===== src/rtl/ssa_conv_sequencer.sv =====
// Sequencer for the 16-bit SSA multiplier: eight-digit acyclic convolution via digit MAC.
// Build option: define SSA_PARALLEL_MAC_EN for one whole coefficient per RUN cycle (8 cycles instead of 36).
module ssa_conv_sequencer (
  input  logic        clk,
  input  logic        rst,
  input  logic        in_valid,
  output logic        in_ready,
  input  logic [15:0] a,
  input  logic [15:0] b,
  output logic        out_valid,
  input  logic        out_ready,
  output logic [95:0] coef,
  output logic [15:0] product,
  output logic        busy
);

  typedef enum logic [1:0] {S_IDLE, S_RUN, S_DONE} state_e;

  state_e      state_q, state_d;
  logic [15:0] a_q, a_d;
  logic [15:0] b_q, b_d;
  logic [2:0]  k_q, k_d;
  logic [2:0]  i_q, i_d;
  logic [8:0]  acc_q [8];
  logic [8:0]  acc_d [8];
`ifdef SSA_PARALLEL_MAC_EN
  logic [8:0]  par_sum;
`endif

  function automatic logic [1:0] digit(input logic [15:0] v, input logic [2:0] idx);
    return v[{idx, 1'b0} +: 2];
  endfunction

  function automatic logic [8:0] dmul(input logic [1:0] x, input logic [1:0] y);
    return 9'(x) * 9'(y);
  endfunction

  always_comb begin
    // NOTE: every signal gets a default first so no path leaves it unassigned (no latches).
    state_d   = state_q;
    a_d       = a_q;
    b_d       = b_q;
    k_d       = k_q;
    i_d       = i_q;
    acc_d     = acc_q;
    in_ready  = 1'b0;
    out_valid = 1'b0;
    busy      = 1'b0;
`ifdef SSA_PARALLEL_MAC_EN
    par_sum   = '0;
`endif
    case (state_q)
      S_IDLE: begin
        in_ready = 1'b1;
        if (in_valid) begin
          a_d     = a;
          b_d     = b;
          acc_d   = '{default: '0};
          k_d     = '0;
          i_d     = '0;
          state_d = S_RUN;
        end
      end
      S_RUN: begin
        busy = 1'b1;
`ifdef SSA_PARALLEL_MAC_EN
        for (int ii = 0; ii < 8; ii++) begin
          if (3'(ii) <= k_q)
            par_sum = par_sum + dmul(digit(a_q, 3'(ii)), digit(b_q, 3'(k_q - 3'(ii))));
        end
        acc_d[k_q] = par_sum;
        if (k_q == 3'd7) begin
          k_d     = '0;
          state_d = S_DONE;
        end else begin
          k_d = k_q + 3'd1;
        end
`else
        acc_d[k_q] = acc_q[k_q] + dmul(digit(a_q, i_q), digit(b_q, 3'(k_q - i_q)));
        // Walk the anti-diagonal i+j=k, then move to the next coefficient.
        if (i_q < k_q) begin
          i_d = i_q + 3'd1;
        end else begin
          i_d = '0;
          if (k_q == 3'd7) begin
            k_d     = '0;
            state_d = S_DONE;
          end else begin
            k_d = k_q + 3'd1;
          end
        end
`endif
      end
      S_DONE: begin
        out_valid = 1'b1;
        busy      = 1'b1;
        if (out_ready) state_d = S_IDLE;
      end
      default: state_d = S_IDLE;
    endcase
  end

  // Merge stage view: packed coefficients and the shifted sum of them.
  always_comb begin
    coef    = '0;
    product = '0;
    for (int kk = 0; kk < 8; kk++) begin
      coef[9*kk +: 9] = acc_q[kk];
      product         = product + (16'(acc_q[kk]) << (2 * kk));
    end
  end

  // NOTE: sequential state uses non-blocking assignments only, so every flop samples pre-edge values.
  always_ff @(posedge clk) begin
    if (rst) begin
      state_q <= S_IDLE;
      a_q     <= '0;
      b_q     <= '0;
      k_q     <= '0;
      i_q     <= '0;
      // NOTE: the accumulator array is reset on purpose; coef and product must read zero after reset.
      for (int kk = 0; kk < 8; kk++) acc_q[kk] <= '0;
    end else begin
      state_q <= state_d;
      a_q     <= a_d;
      b_q     <= b_d;
      k_q     <= k_d;
      i_q     <= i_d;
      for (int kk = 0; kk < 8; kk++) acc_q[kk] <= acc_d[kk];
    end
  end

endmodule


===== config.mk =====
export PLATFORM = sky130hd
export DESIGN_NAME = ssa_conv_sequencer
export DESIGN_NICKNAME = d
export VERILOG_FILES = /design/src/rtl/ssa_conv_sequencer.sv
export SDC_FILE = /design/constraint.sdc
export NUM_CORES = 1
export LEC_CHECK = 0
export CAP_MARGIN = 10
export CELL_PAD_IN_SITES_DETAIL_PLACEMENT = 0
export CELL_PAD_IN_SITES_GLOBAL_PLACEMENT = 1
export CORE_UTILIZATION = 35
export CTS_CLUSTER_DIAMETER = 40
export DETAILED_ROUTE_END_ITERATION = 8
export DONT_BUFFER_PORTS = 1
export GPL_TIMING_DRIVEN = 0
export PLACE_DENSITY_LB_ADDON = 0.1
export SLEW_MARGIN = 20
export SYNTH_ARGS = -nofsm -noshare
export SYNTH_HDL_FRONTEND = slang
export SYNTH_SLANG_ARGS = --single-unit

===== constraint.sdc =====
create_clock -name clk -period 10.1 [get_ports clk]
set_input_delay 1.515 -clock clk [delete_from_list [all_inputs] [get_ports clk]]
set_output_delay 1.515 -clock clk [all_outputs]
set_load 0.1 [all_outputs]

# == Word-level counts from Yosys, hierarchy flattened ==
# Cells that the tools add are included.
# op_classes
order_cmp,3
eq_ne,7
n_addsub,11
bitwise,1
div_mod_pow,0
shifts,2
mux,22
n_mul,1
reduce_logical,8
# op_table
operator,count
$pmux 72 s2,1
$bwmux 72,1
$mux 72,1
$add 16x16->16,4
$shiftx 16x5->2,2
$bmux 9 s3,1
$demux 9 s3,1
$mux 9,3
$add 14x15->16,1
$add 12x13->14,1
$add 9x11->12,1
$mux 3,4
$pmux 3 s2,2
$add 9x4->9,1
$mux 2,4
$ne 2x2->1 const B,4
$add 3x1->3 const B,2
$pmux 2 s3,1
$ge 4x4->1 const B,1
$lt 4x1->1 const B,1
$mul 2x2->4,1
$not 3->4,1
$reduce_and 2->1,2
$reduce_and 4->1,1
other kinds (11),13
# totals
mem_bits_rw,0
latchBits,0
mem_count,0
mem_bits_ro,0
output_inout_bits,115
inputBits,36
register_bits,112

# == Longest topological paths before layout ==
# Gate-level depths: netlist of the first run.
# depth
depth_word,7
ltp_mapped,19
mapped_depth_nobuf,16

# == Worst setup path after synthesis of the first run ==
# OpenSTA, ideal clock, no wires.
# synth_path
path_kind,register -> output
start,"register acc_q, in the netlist coef[8]"
end,output product[15]
slack_ns,3.286
arrival_ns,5.299
n_path_buf,0
t_required_ns,8.585
path_stages_with_launch,12
path_cell_list,dfxtp_1 inv_1 fa_1 inv_1 fa_1 fa_1 ha_1 o21ai_0 a31oi_1 a211oi_1 o21ai_0 xnor2_1
# synth_via
elab_chain_cells,7
# synth_lines
element,line,rtl
start: declaration,24,logic [8:0] acc_q [8];
$add 9x11->12,109,product = product + (16'(acc_q[kk]) << (2 * kk));
$add 12x13->14,109,
$add 14x15->16,109,
$add 16x16->16 (4 in a row),109,
end: declaration,13,"output logic [15:0] product,"
# No other way between the ends.

# == Worst setup path in the final report of the first run ==
# layout_path
start,"register acc_q, in the netlist coef[6]"
end,output product[14]
# The elaborated chain is that of the path after synthesis.

==> qor.txt, run 1 <==
Total wire length: 20.9 mm
Most common library cells after synthesis: 112 x dfxtp_1, 94 x nand2_1, 63 x nor2_1
Area of the multi-input gates: 4040 µm²
Setup bufs post-CTS: 0
Final Instance Area: 7580 µm²
Clock Skews: 0.0102 ns
Drt via density: 5.41
Final setup TNS: 0 ns
Worst EP required: 8.59 ns
Initial DRC count: 323
Synth top area share: 33.3%
CTS sink count: 112
FF-to-FF Start: k_q[0]$_SDFFE_PP0P_
Warnings, synthesis: 0
Post-CTS Hold Buffers: 0
Flop2flop setup slack: 5.02 ns
Clk buf depth: 2
Worst ir drop on vdd: 101 µV
CTS buffer count: 9
Worst Max-Slew Pin Slew: 1.19 ns
All-Layer GR Usage: 21.5%
GPL Wtd Cong: 0.872
Sw frac: 42.1%
Clock power frac: 26.2%
Top Ports: 151
P_sw: 0.565 mW
Vias in the first global route: 5480
Setup CP Type: register to output pin
Worst hold-check path type: register to register
Post-synth EDFFs: 0
Dpl cells: 1002
Worst skew pair latency: 0.36 ns
Distinct cells, synth: 59
Worst Path Arrival: 5.25 ns
Placed inst area: 7290 µm²
Final period util: 67.0%
Port-buffer cells: 0
CORE AREA: 18800 µm²
Chip height: 141 µm
First-pass GRT wire length: 32.0 mm
Hold slack: 0.457 ns
DRC Markers: 0
Max-slew violations: 0
Initial Util: 35.9%
Slew HR: 20.6%
Int Power: 0.777 mW
Ant. Diodes: 0
Per-cell routed wire length: 20.5 µm
Synth async-reset ratio: 0%
Met3 Resource Use GR: 4.72%
Vias post-DR: 5510
Initial antenna violation count: 0
Area leader, netlist: dfxtp_1
DIE WIDTH: 141 µm
Mapped cell area: 6730 µm²
Hold Fails Final Rpt: 0
RSZ-0062 raised after global routing: no
H-Tree Depth: 3
CTS tree: built
Estimated wirelength of the detail-placed design: 16.6 mm
Yosys reg bits: 112
Fill count: 1887
CP startpoint kind: register
Seq. cell area: 2250 µm²
GR peak layer: met2
# rows: 50
Post-Syn Instances: 738
DRT Pass-1 Iters: 5
Hold path depth: 2
Met2 usage: 37.8%
Largest net degree at the start of global routing: 19
Ys flop type: dfxtp_1
Total grt overflow: 0
# nets final: 879
Hold_sp: a_q[11]$_SDFFE_PP0P_
# resized after CTS: 0
Fin crit period: 6.76 ns
Setup WS pre-CTS: 3.66 ns
Combinational power share: 36.9%
Hold path endpoint: a_q[11]$_SDFFE_PP0P_
R2R cell count: 19
Worst-path clk slew: 0.08 ns
Final setup vio count: 0
Count leader, synth: dfxtp_1
R2R Path End: coef[70]$_SDFFE_PP0P_
Max-cap violations: 0
DIE AREA: 19800 µm²
Layout area overhead: 12.7%
CP Capture Type: output pin
Antenna viol nets, final: 0
Power per standard cell area: 177 nW/µm²
Seq pwr share: 36.9%
Mean Syn Cell Area: 9.12 µm²
Layout Cells excl Fill: 1018
Ranking of synthesized cells by area: dfxtp_1 33%, fa_1 8.3%, ha_1 6.7%
Status: finished clean
Fmax: 148 MHz
Pleak: 3.16 nW
Clock Tree Root: clkbuf_16
Met1 Track Usage GR: 26.8%
Share of cells above drive strength 1: 13.5%
Worst Path Max Fanout: 4
Seq/Total Area, Yosys: 33.3%
Final Worst Setup Slack: 3.34 ns
==> layer usage <==
layer | wire length (µm) | up-vias | part of all wire [%]
met3 | 1380 | 14 | 6.6
li1 | - | 2609 | -
met4 | 200 | 0 | 0.96
met2 | 10400 | 196 | 50
met1 | 8870 | 2691 | 42
met5 | 0 | - | 0
==> flip-flops by register name, indices dropped and copies added (netlist names) <==
name	flops
a_q	16
b_q	16
coef	72
i_q	3
k_q	3
state_q	2
==> worst max path at each step <==
stage / from / end / slack [ns] / cells after the start
floorplan: coef[8]$_SDFFE_PP0P_ / product[15] / 3.29 / 11
global placement: coef[8]$_SDFFE_PP0P_ / product[15] / 2.81 / 11
detailed placement: coef[6]$_SDFFE_PP0P_ / product[14] / 3.66 / 13
CTS: coef[6]$_SDFFE_PP0P_ / product[14] / 3.27 / 13
global route: coef[6]$_SDFFE_PP0P_ / product[14] / 3.05 / 13
finish: coef[6]$_SDFFE_PP0P_ / product[14] / 3.34 / 13
==> logic make-up (layout without fill, tap and decap cells) <==
| group | count (synthesis) | count (layout) | synth area share, % |
|---|---|---|---|
| muxes | 27 | 27 | 6.60 |
| other | 1 | 24 | 0.0557 |
| AOI/OAI and AO/OA | 184 | 184 | 19.5 |
| adders and majority gates | 64 | 64 | 15.0 |
| buffers and inverters | 124 | 147 | 9.02 |
| and+or+nand+nor | 204 | 204 | 13.0 |
| DFF | 112 | 112 | 33.3 |
| xor gates and xnor gates | 22 | 22 | 3.48 |
==> layout make-up <==
type | count | area share, %
Clock buffer | 11 | 3.33
Inverter | 61 | 3.02
Tap cell | 234 | 3.86
Timing Repair Buffer | 7 | 1.39
Sequential cell | 112 | 29.7
Multi-Input combinational cell | 525 | 53.2
Buffer | 63 | 4.98
Clock inverter | 5 | 0.511
==> cell usage in the layout (no fill, tap or decap), types with 23 or more instances in the layout <==
cell type,netlist,routed
dfxtp_1,112,106
nand2_1,94,94
nor2_1,63,63
inv_1,60,60
a21oi_1,53,53
a22oi_1,42,42
ha_1,36,35
a22o_1,34,34
buf_4,28,28
fa_1,28,28
conb_1,1,24
clkbuf_1,23,23
==> stage by stage <==
| stage | utilization (%) | power (mW) |
|---|---|---|
| global route | 40.4 | 1.41 |
| detailed placement | 38.8 | 1.00 |
| global placement | 37.9 | 0.996 |
| CTS | 40.4 | 1.35 |
| finish | 40.4 | 1.34 |
| floorplan | - | 0.878 |
==> critical path: stages (launching register included) <==
cell      delay, ns
dfxtp_1        1.11
inv_1          0.17
fa_1           0.57
inv_1          0.05
fa_1           0.45
ha_1           0.32
ha_1           0.30
a21o_1         0.19
a21oi_1        0.29
o21ai_0        0.25
or3_1          0.39
a221oi_1       0.38
xnor2_2        0.17
buf_8          0.22
==> power groups by stage <==
stage	sequential (mW)	combinational [mW]	clock (mW)
5_1_grt	0.500	0.537	0.375
3_5_place_dp	0.506	0.496	0
4_1_cts	0.496	0.497	0.359
6_report	0.495	0.496	0.352
2_1_floorplan	0.499	0.379	0
3_3_place_gp	0.504	0.492	0
(Power assumes the default switching activity.)
==> inputs of run 2 (changes only) <==
==> constraint.sdc (replaced) <==
create_clock -name clk -period 7.1 [get_ports clk]
set_input_delay 1.065 -clock clk [delete_from_list [all_inputs] [get_ports clk]]
set_output_delay 1.065 -clock clk [all_outputs]
set_load 0.1 [all_outputs]
==> results of run 2 <==
The final DEF is identical to that of run 1. Status: finished clean.
Main changes from that run: setup slack after placement 3.66 ns -> 1.11 ns; setup slack after layout 3.34 ns -> 0.788 ns; register-to-register setup slack 5.02 ns -> 2.02 ns; total power 1.34 mW -> 1.91 mW; worst IR drop on VDD 101 µV -> 144 µV
